File: src/rtl/serial_pkg_311.sv
// serial_pkg_311: shared FSM state type and frame-length helper for the serial link
package serial_pkg_311;
  typedef enum logic [2:0] {IDLE, START, DATA, PARITY, STOP} tx_state_t;
  function automatic int frame_cycles(int data_w, int clks_per_bit, int parity_en);
    return (2 + data_w + parity_en) * clks_per_bit;
  endfunction
endpackage

File: src/rtl/baud_tick_311.sv
// baud_tick_311: bit-period counter that pulses in the last cycle of each bit
module baud_tick_311 #(
  parameter int CLKS_PER_BIT = 4
) (
  input  logic clk,
  input  logic reset_311,
  input  logic clr_311,
  output logic tick_311
);
  localparam int CW = CLKS_PER_BIT > 1 ? $clog2(CLKS_PER_BIT) : 1;
  logic [CW-1:0] cnt_q, cnt_d;
  // tick on the terminal count; wrap on tick, restart on clear
  always_comb begin
    tick_311 = cnt_q == CW'(CLKS_PER_BIT - 1);
    cnt_d = (clr_311 || tick_311) ? '0 : cnt_q + 1'b1;
  end
  // counter register
  always_ff @(posedge clk or posedge reset_311)
    if (reset_311) cnt_q <= '0;
    else cnt_q <= cnt_d;
endmodule

File: src/rtl/serial_tx_311.sv
// serial_tx_311: LSB-first start/data/parity/stop frame transmitter with true/complement line
module serial_tx_311 import serial_pkg_311::*; #(
  parameter int DATA_W       = 8,
  parameter int CLKS_PER_BIT = 4,
  parameter int PARITY_EN    = 1
) (
  input  logic              clk,
  input  logic              reset_311,
  input  logic [DATA_W-1:0] data_311,
  input  logic              valid_311,
  output logic              ready_311,
  output logic              busy_311,
  output logic              tx_311,
  output logic              txb_311
);
  localparam int BW = DATA_W > 1 ? $clog2(DATA_W) : 1;
  tx_state_t state_q, state_d;
  logic [DATA_W-1:0] sh_q, sh_d;
  logic [BW-1:0] bit_q, bit_d;
  logic par_q, par_d, tx_q, tx_d, txb_q, txb_d, tick, clr, last;
  baud_tick_311 #(.CLKS_PER_BIT(CLKS_PER_BIT)) u_baud (
    .clk       (clk),
    .reset_311 (reset_311),
    .clr_311   (clr),
    .tick_311  (tick)
  );
  // next-state, shift/count updates, and the line value for the state being entered
  always_comb begin
    state_d = state_q;
    sh_d = sh_q;
    bit_d = bit_q;
    par_d = par_q;
    last = bit_q == BW'(DATA_W - 1);
    case (state_q)
      IDLE: if (valid_311) begin
        state_d = START;
        sh_d = data_311;
        par_d = ^data_311;
      end
      START: if (tick) state_d = DATA;
      DATA: if (tick) begin
        sh_d = sh_q >> 1;
        bit_d = last ? '0 : bit_q + 1'b1;
        if (last) state_d = (PARITY_EN != 0) ? PARITY : STOP;
      end
      PARITY: if (tick) state_d = STOP;
      STOP: if (tick) state_d = IDLE;
      default: state_d = IDLE;
    endcase
    clr = (state_d != state_q) || (state_q == IDLE);
    tx_d = state_d == START ? 1'b0 :
           state_d == DATA ? sh_d[0] :
           state_d == PARITY ? par_d : 1'b1;
    txb_d = ~tx_d;
  end
  // state, datapath and output registers; reset parks the line at mark
  always_ff @(posedge clk or posedge reset_311)
    if (reset_311) begin
      state_q <= IDLE;
      sh_q <= '0;
      bit_q <= '0;
      par_q <= 1'b0;
      tx_q <= 1'b1;
      txb_q <= 1'b0;
    end else begin
      state_q <= state_d;
      sh_q <= sh_d;
      bit_q <= bit_d;
      par_q <= par_d;
      tx_q <= tx_d;
      txb_q <= txb_d;
    end
  assign ready_311 = state_q == IDLE;
  assign busy_311 = !ready_311;
  assign tx_311 = tx_q;
  assign txb_311 = txb_q;
endmodule

File: config.mk
export PLATFORM = sky130hd
export DESIGN_NAME = serial_tx_311
export DESIGN_NICKNAME = d
export VERILOG_FILES = /design/src/rtl/serial_pkg_311.sv /design/src/rtl/baud_tick_311.sv /design/src/rtl/serial_tx_311.sv
export SDC_FILE = /design/constraint.sdc
export NUM_CORES = 1
export LEC_CHECK = 0
export CORE_ASPECT_RATIO = 0.8
export CORE_MARGIN = 2
export CORE_UTILIZATION = 51
export DETAILED_ROUTE_END_ITERATION = 8
export PLACE_DENSITY = 0.82
export SLEW_MARGIN = 20
export SYNTH_ARGS = -nofsm -noshare
export SYNTH_HDL_FRONTEND = slang
export SYNTH_SLANG_ARGS = --single-unit
File: constraint.sdc
create_clock -name clk -period 1.8 [get_ports clk]
set_input_delay 0.36 -clock clk [delete_from_list [all_inputs] [get_ports clk]]
set_output_delay 0.36 -clock clk [all_outputs]
set_load 0.005 [all_outputs]
==> results_dict.tcl, run 1 <==
set metrics [dict create \
    synth_common_cells "dfrtp_1 (18), nand2_1 (14), xnor2_1 (7)" \
    fin_crit_ps 1730 \
    core_um2 1680 \
    ys_seq_elements 19 \
    port_buffers 14 \
    fin_nets 126 \
    crit_path_max_incr_delay_ps 400 \
    rows 13 \
    grt_max_degree 20 \
    clock.fmax_mhz 578 \
    worstSetupPathType "flip-flop to primary output" \
    hold_ws_ps 382 \
    viasPerCell 5.47 \
    reg2reg_from "bit_q[0]" \
    status "finished, final reports clean" \
    r2r_end "txb_311" \
    crit_path_max_fanout 3 \
    yosysTopAreaCellShare 0.483 \
    vdd_ir_drop_max_mv 0.794 \
    grt_pass1_wl_um 2990 \
    clkTransAtPathRegs_ps 100 \
    ant_nets 0 \
    cts_buffers 3 \
    worst_setup_path_end_kind "primary output" \
    syn_to_final_growth_pct 26.8 \
    place_congestion 0.726 \
    cts.path.max_buffers 2 \
    tritoncts "done" \
    syn_avg_cell_area_um2 10.5 \
    initial_core_util 0.557 \
    reg2reg_setup_slack_ps 80 \
    syn_area_um2 933 \
    synth.most_common_cell "dfrtp_1" \
    drive_gt1_frac 0.180 \
    worstMarginPinSlew_ps 299 \
    first_iter_violations 19 \
    worstPathRequired_ps 1440 \
    synthSimpleGateAreaFrac 0.173 \
    ys.flop_type "dfrtp_1" \
    dieArea_um2 2190 \
    track_usage 0.190 \
    antenna_found_initial 0 \
    async_reset_ff_frac 1.00 \
    dieHeight_um 42.3 \
    worst_setup_path_start_kind "flip-flop" \
    wl_per_cell_um 13.7 \
    synth_area_leaders "dfrtp_1 (48%), xnor2_1 (6.6%), nand2_1 (5.6%), a22oi_1 (4.8%), ha_1 (4.0%)" \
    post-place-cells 129 \
    cp_slowest_cell "or3_4" \
    clk_latency_ps 300 \
    min_period_over_period 0.961 \
    ys_seq_area_frac 0.511 \
    p_per_area_nw_per_um2 1390 \
    syn_inst 89 \
    hold_path_class "input port to async pin" \
    fin_cells 133 \
    synth.distinct_cells 30 \
    crit_buf_inv 1 \
    hpwl_um 1330 \
    synth_adder_area_share 0.0402 \
    crit_family "simple AND/OR/NAND/NOR gates" \
    io_pins 15 \
    syn_nets 103 \
    clock_sinks 19 \
    hold_viol 0 \
    die_x_um 51.8 \
    p_leak_nw 0.558 \
    finClkSkew_ps 1.92 \
    rr_worst_depth 5 \
    cp_cell_sequence "or3_4 -> dlygate4sd2_1" \
    relSlewSlack 0.800 \
    drv_slew 0 \
    drcViolationCount 0 \
    via_count 727 \
    grt_pass1_vias 695 \
    wl_um 1820 \
    synth_compound_area_frac 0.143 \
    cts_max_level 1 \
    arrival_ps 1370 \
    dp_slack_ps -88.7 \
    synth_xor_area_frac 0.0657 \
    rsz0062_at_grt "yes" \
    root_buffer "clkbuf_4" \
    first_pass_iters 4 \
    ys_warn_count 0 \
    setup_violations 0 \
    cap_violations 0 \
    synth_edf_count 0 \
    synthMuxAreaShare 0.0241 \
    yosysTopAreaCell "dfrtp_1" \
    synth_top_family_by_area "simple AND/OR/NAND/NOR gates" \
    diodes 0 \
    grt-ovfl-total 0 \
    cts_hold_buf 0 \
    setup_slack_ps 70.3 \
]
-- sequential cells by signal, summed over array words and instances (netlist names) --
register and cells:
sh_q 8, state_q 3, tx_311 1, u_baud.cnt_q 2
bit_q 3, par_q 1, txb_311 1
-- how the worst max path moves through the flow --
| stage | from | end | slack, ps | cells past startpoint |
|---|---|---|---|---|
| final | state_q[2] | busy_311 | 70 | 2 |
| after global routing | bit_q[0] | txb_311 | -4 | 5 |
| after CTS | state_q[2] | busy_311 | 60 | 2 |
| after detailed placement | valid_311 | txb_311 | -90 | 6 |
| after global placement | valid_311 | tx_311 | -10 | 6 |
| after floorplan | u_baud.cnt_q[0] | tx_311 | 190 | 5 |
-- cell type report --
class / instances / area, um^2
Fill cell: 123 / 492
Sequential cell: 19 / 477
Multi-Input combinational cell: 61 / 433
Timing Repair Buffer: 23 / 205
Tap cell: 22 / 27.5
Clock buffer: 4 / 26.3
Inverter: 4 / 15.0
-- worst register-to-register path, cell delays in order, from the launching register on --
cell	delay [ps]
dfrtp_1	400
ha_1	210
ha_1	210
and3_1	190
o31a_1	320
o31ai_1	290
-- layer usage --
| metal | vias to the layer above | GRT usage | share of wire |
|---|---|---|---|
| met5 | - | 0 | 0 |
| met4 | 0 | 0.0632 | 0.0061 |
| met3 | 2 | 0.0750 | 0.051 |
| met2 | 21 | 0.314 | 0.50 |
| met1 | 351 | 0.224 | 0.44 |
| li1 | 353 | - | - |
-- logic make-up (layout without fill, tap and decap cells) --
family,after synthesis,in the layout
multiplexers,2,2
adder cells (fa/ha/maj),3,3
flip-flops,19,19
AND/OR/NAND/NOR,30,30
AO/OA/AOI/OAI,19,19
buffers and inverters,9,31
XOR/XNOR,7,7
-- timing repair --
item,4_1_cts,5_1_grt
setup buffers,0,0
pin swaps,1,0
hold endpoints to repair,0,0
gates resized for setup,3,2
setup endpoints to repair,2,2
-- stage by stage --
step	setup TNS [ps]	util	power, mW	area, um^2
detailed placement	-161	0.683	1.43	1140
global route	-4.41	0.706	1.80	1180
CTS	0	0.700	1.64	1170
floorplan	0	-	1.15	933
finish	0	0.706	1.65	1180
global placement	-14.4	0.683	1.38	1140
-- where the power goes --
part           total (mW)  internal, mW  leakage [nW]  switching (mW)
combinational       0.731         0.368         0.308           0.363
clock               0.214        0.0865        0.0150           0.127
sequential          0.705         0.621         0.235          0.0843
-- cell usage in the layout (no fill, tap or decap), drive strengths merged, types with 2 or more instances in the layout --
cell type	n
mux2	2
buf	9
a22oi	6
clkbuf	4
nand2	14
dfrtp	18
and3	2
dlygate4sd2	2
o31a	2
clkdlybuf4s50	12
nor2	4
ha	3
nor3	2
xnor2	7
a21oi	2
inv	4
o21ai	4
(Power assumes the default switching activity.)
==> run 2: changes to the inputs <==
--- a/config.mk
+++ b/config.mk
@@ -9,8 +9,9 @@
 export CORE_MARGIN = 2
 export CORE_UTILIZATION = 51
 export DETAILED_ROUTE_END_ITERATION = 8
-export PLACE_DENSITY = 0.82
+export PLACE_DENSITY = 0.81
 export SLEW_MARGIN = 20
 export SYNTH_ARGS = -nofsm -noshare
 export SYNTH_HDL_FRONTEND = slang
+export SYNTH_HIERARCHICAL = 1
 export SYNTH_SLANG_ARGS = --single-unit
==> results_dict.tcl, run 2 <==
set metrics [dict create \
    ys_warn_count 6 \
    fin_nets 129 \
    worst_setup_path_start_kind "flip-flop" \
    largest_reg_flops 8 \
    track_usage 0.178 \
    status "finished, final reports clean" \
    cts.path.max_buffers 2 \
    synthMuxAreaShare 0.0237 \
    diodes 0 \
    clock.fmax_mhz 577 \
    rr_worst_depth 6 \
    synth_adder_area_share 0.0395 \
    critical_path.most_common_cell "buf_4" \
    cap_violations 0 \
    place_congestion 0.765 \
    crit_family "compound AO/OA/AOI/OAI gates" \
    syn_inst 88 \
    syn_nets 102 \
    crit_path_max_incr_delay_ps 390 \
    worst_setup_path_end_kind "flip-flop" \
    first_pass_iters 4 \
    ys_seq_elements 19 \
    critPathLaunch "state_q[0]" \
    synth_edf_count 0 \
    hold_path_class "input port to async pin" \
    final_cell_mix "dfrtp_1 (18), nand2_1 (13), clkdlybuf4s50_1 (12)" \
    worstMarginPinSlew_ps 344 \
    syn_avg_cell_area_um2 10.8 \
    syn_area_um2 950 \
    ys_seq_area_frac 0.502 \
    grt-ovfl-total 0 \
    clk_latency_ps 300 \
    synth.distinct_cells 33 \
    clkTransAtPathRegs_ps 100 \
    p_switching_mw 0.539 \
    io_pins 15 \
    yosysTopAreaCellShare 0.474 \
    crit_path_max_fanout 10 \
    hpwl_um 1280 \
    via_count 738 \
    arrival_ps 1970 \
    min_period_over_period 0.963 \
    cts_buffers 3 \
    filler_cell_count 136 \
    grt_pass1_vias 669 \
    p_seq_frac 0.428 \
    clock_sinks 19 \
    top_register "sh_q" \
    synth_common_cells "dfrtp_1 (18), nand2_1 (13), xnor2_1 (7)" \
    first_iter_violations 16 \
    dp_slack_ps -100 \
    worstPathRequired_ps 2040 \
    synth_area_leaders "dfrtp_1 (47%), xnor2_1 (6.5%), nand2_1 (5.1%), a22oi_1 (4.7%), ha_1 (4.0%)" \
    synth_top_family_by_area "simple AND/OR/NAND/NOR gates" \
    drcViolationCount 0 \
    worstSetupPathType "flip-flop to flip-flop" \
    synth.most_common_cell "dfrtp_1" \
    cts_max_level 1 \
    yosysTopAreaCell "dfrtp_1" \
    drive_gt1_frac 0.175 \
    drv_slew 0 \
    reg2reg_setup_slack_ps 70 \
    reg2reg_from "state_q[0]" \
    p_per_area_nw_per_um2 1330 \
    reg.largest.list "sh_q (8), bit_q (3), state_q (3)" \
    layout_commonest_cell "dfrtp_1" \
    setup_slack_ps 66.3 \
    ant_nets 0 \
    syn_to_final_growth_pct 27.8 \
    power_frac_clock 0.134 \
    async_reset_ff_frac 1.00 \
    p_total_mw 1.61 \
    fin_crit_ps 1730 \
    tritoncts "done" \
    core_um2 1690 \
    grt_pass1_wl_um 2840 \
    synth_xor_area_frac 0.0646 \
    r2r_end "tx_311" \
    root_buffer "clkbuf_4" \
    fin_util 0.717 \
    dieArea_um2 2230 \
    share_comb_of_total_power 0.439 \
    hold_viol 0 \
    swShare 0.334 \
    die_x_um 52.2 \
    viasPerCell 5.43 \
    synth_compound_area_frac 0.149 \
    crit_buf_inv 2 \
    cp_slowest_cell "dfrtp_1" \
    hold_ws_ps 214 \
    wl_per_cell_um 12.6 \
    antenna_found_initial 0 \
    dieHeight_um 42.6 \
    synthSimpleGateAreaFrac 0.187 \
    design_area_um2 1210 \
    finClkSkew_ps 1.92 \
    rsz0062_at_grt "no" \
    post_dp_cell_area_um2 1180 \
    cts_hold_buf 0 \
    relSlewSlack 0.770 \
    grt_max_degree 17 \
    p_leak_nw 0.582 \
    rows 13 \
    wl_um 1720 \
    vdd_ir_drop_max_mv 0.919 \
    setup_violations 0 \
    internal-power_mw 1.08 \
    ys.flop_type "dfrtp_1" \
    initial_core_util 0.561 \
    cp_cell_sequence "buf_4 -> buf_4 -> and4bb_4 -> nor2_2 -> a221o_1 -> o31a_1" \
    port_buffers 14 \
]
==> run 2: power groups by stage <==
stage                     sequential [mW]  combinational, mW  clock [mW]
final                               0.690              0.708       0.216
after global routing                0.710              0.802       0.243
after CTS                           0.691              0.707       0.227
after detailed placement            0.703              0.701           0
after global placement              0.701              0.672           0
after floorplan                     0.701              0.425           0
==> run 2: per-layer routing <==
layer / vias to the layer above / wire, um / global-route usage
met1: 352 / 825 / 0.224
met5: - / 0 / 0
met3: 5 / 93 / 0.0750
li1: 364 / - / -
met4: 0 / 30 / 0.0769
met2: 17 / 765 / 0.266
==> run 2: final cells by class <==
cell class | instances | area (um^2) | area share
Timing Repair Buffer | 25 | 220 | 0.181
Clock buffer | 4 | 26.3 | 0.0216
Inverter | 5 | 18.8 | 0.0155
Tap cell | 22 | 27.5 | 0.0227
Multi-Input combinational cell | 61 | 444 | 0.366
Sequential cell | 19 | 477 | 0.393
==> run 2: through the flow <==
step           std cells  setup TNS [ps]
4_1_cts              136               0
5_1_grt              136               0
6_report             136               0
3_5_place_dp         131            -196
2_1_floorplan         88               0
3_3_place_gp         131            -115
==> run 2: worst max path at each step <==
| stage | end | slack [ps] | depth (start not counted) |
|---|---|---|---|
| after floorplan | tx_311 | 170 | 5 |
| after global placement | txb_311 | -60 | 6 |
| after detailed placement | txb_311 | -100 | 6 |
| after CTS | tx_311 | 40 | 6 |
| after global routing | tx_311 | 10 | 6 |
| final | tx_311 | 70 | 6 |
==> run 2: logic make-up (layout without fill, tap and decap cells) <==
group | Yosys count | in the layout
compound gates | 20 | 20
fa+ha+maj | 3 | 3
simple gates | 29 | 29
flops | 19 | 19
buf+inv | 8 | 34
mux | 2 | 2
xor+xnor | 7 | 7
==> run 2: repair_timing <==
item | 4_1_cts | 5_1_grt
buffers inserted | 1 | 0
setup endpoints to repair | 2 | 3
pin swaps | 1 | 0
gates resized for setup | 2 | 3
==> run 2: worst reg2reg max path: stages (launching register included) <==
cell	delay, ps
dfrtp_1	390
buf_4	140
buf_4	150
and4bb_4	360
nor2_2	50
a221o_1	330
o31a_1	250
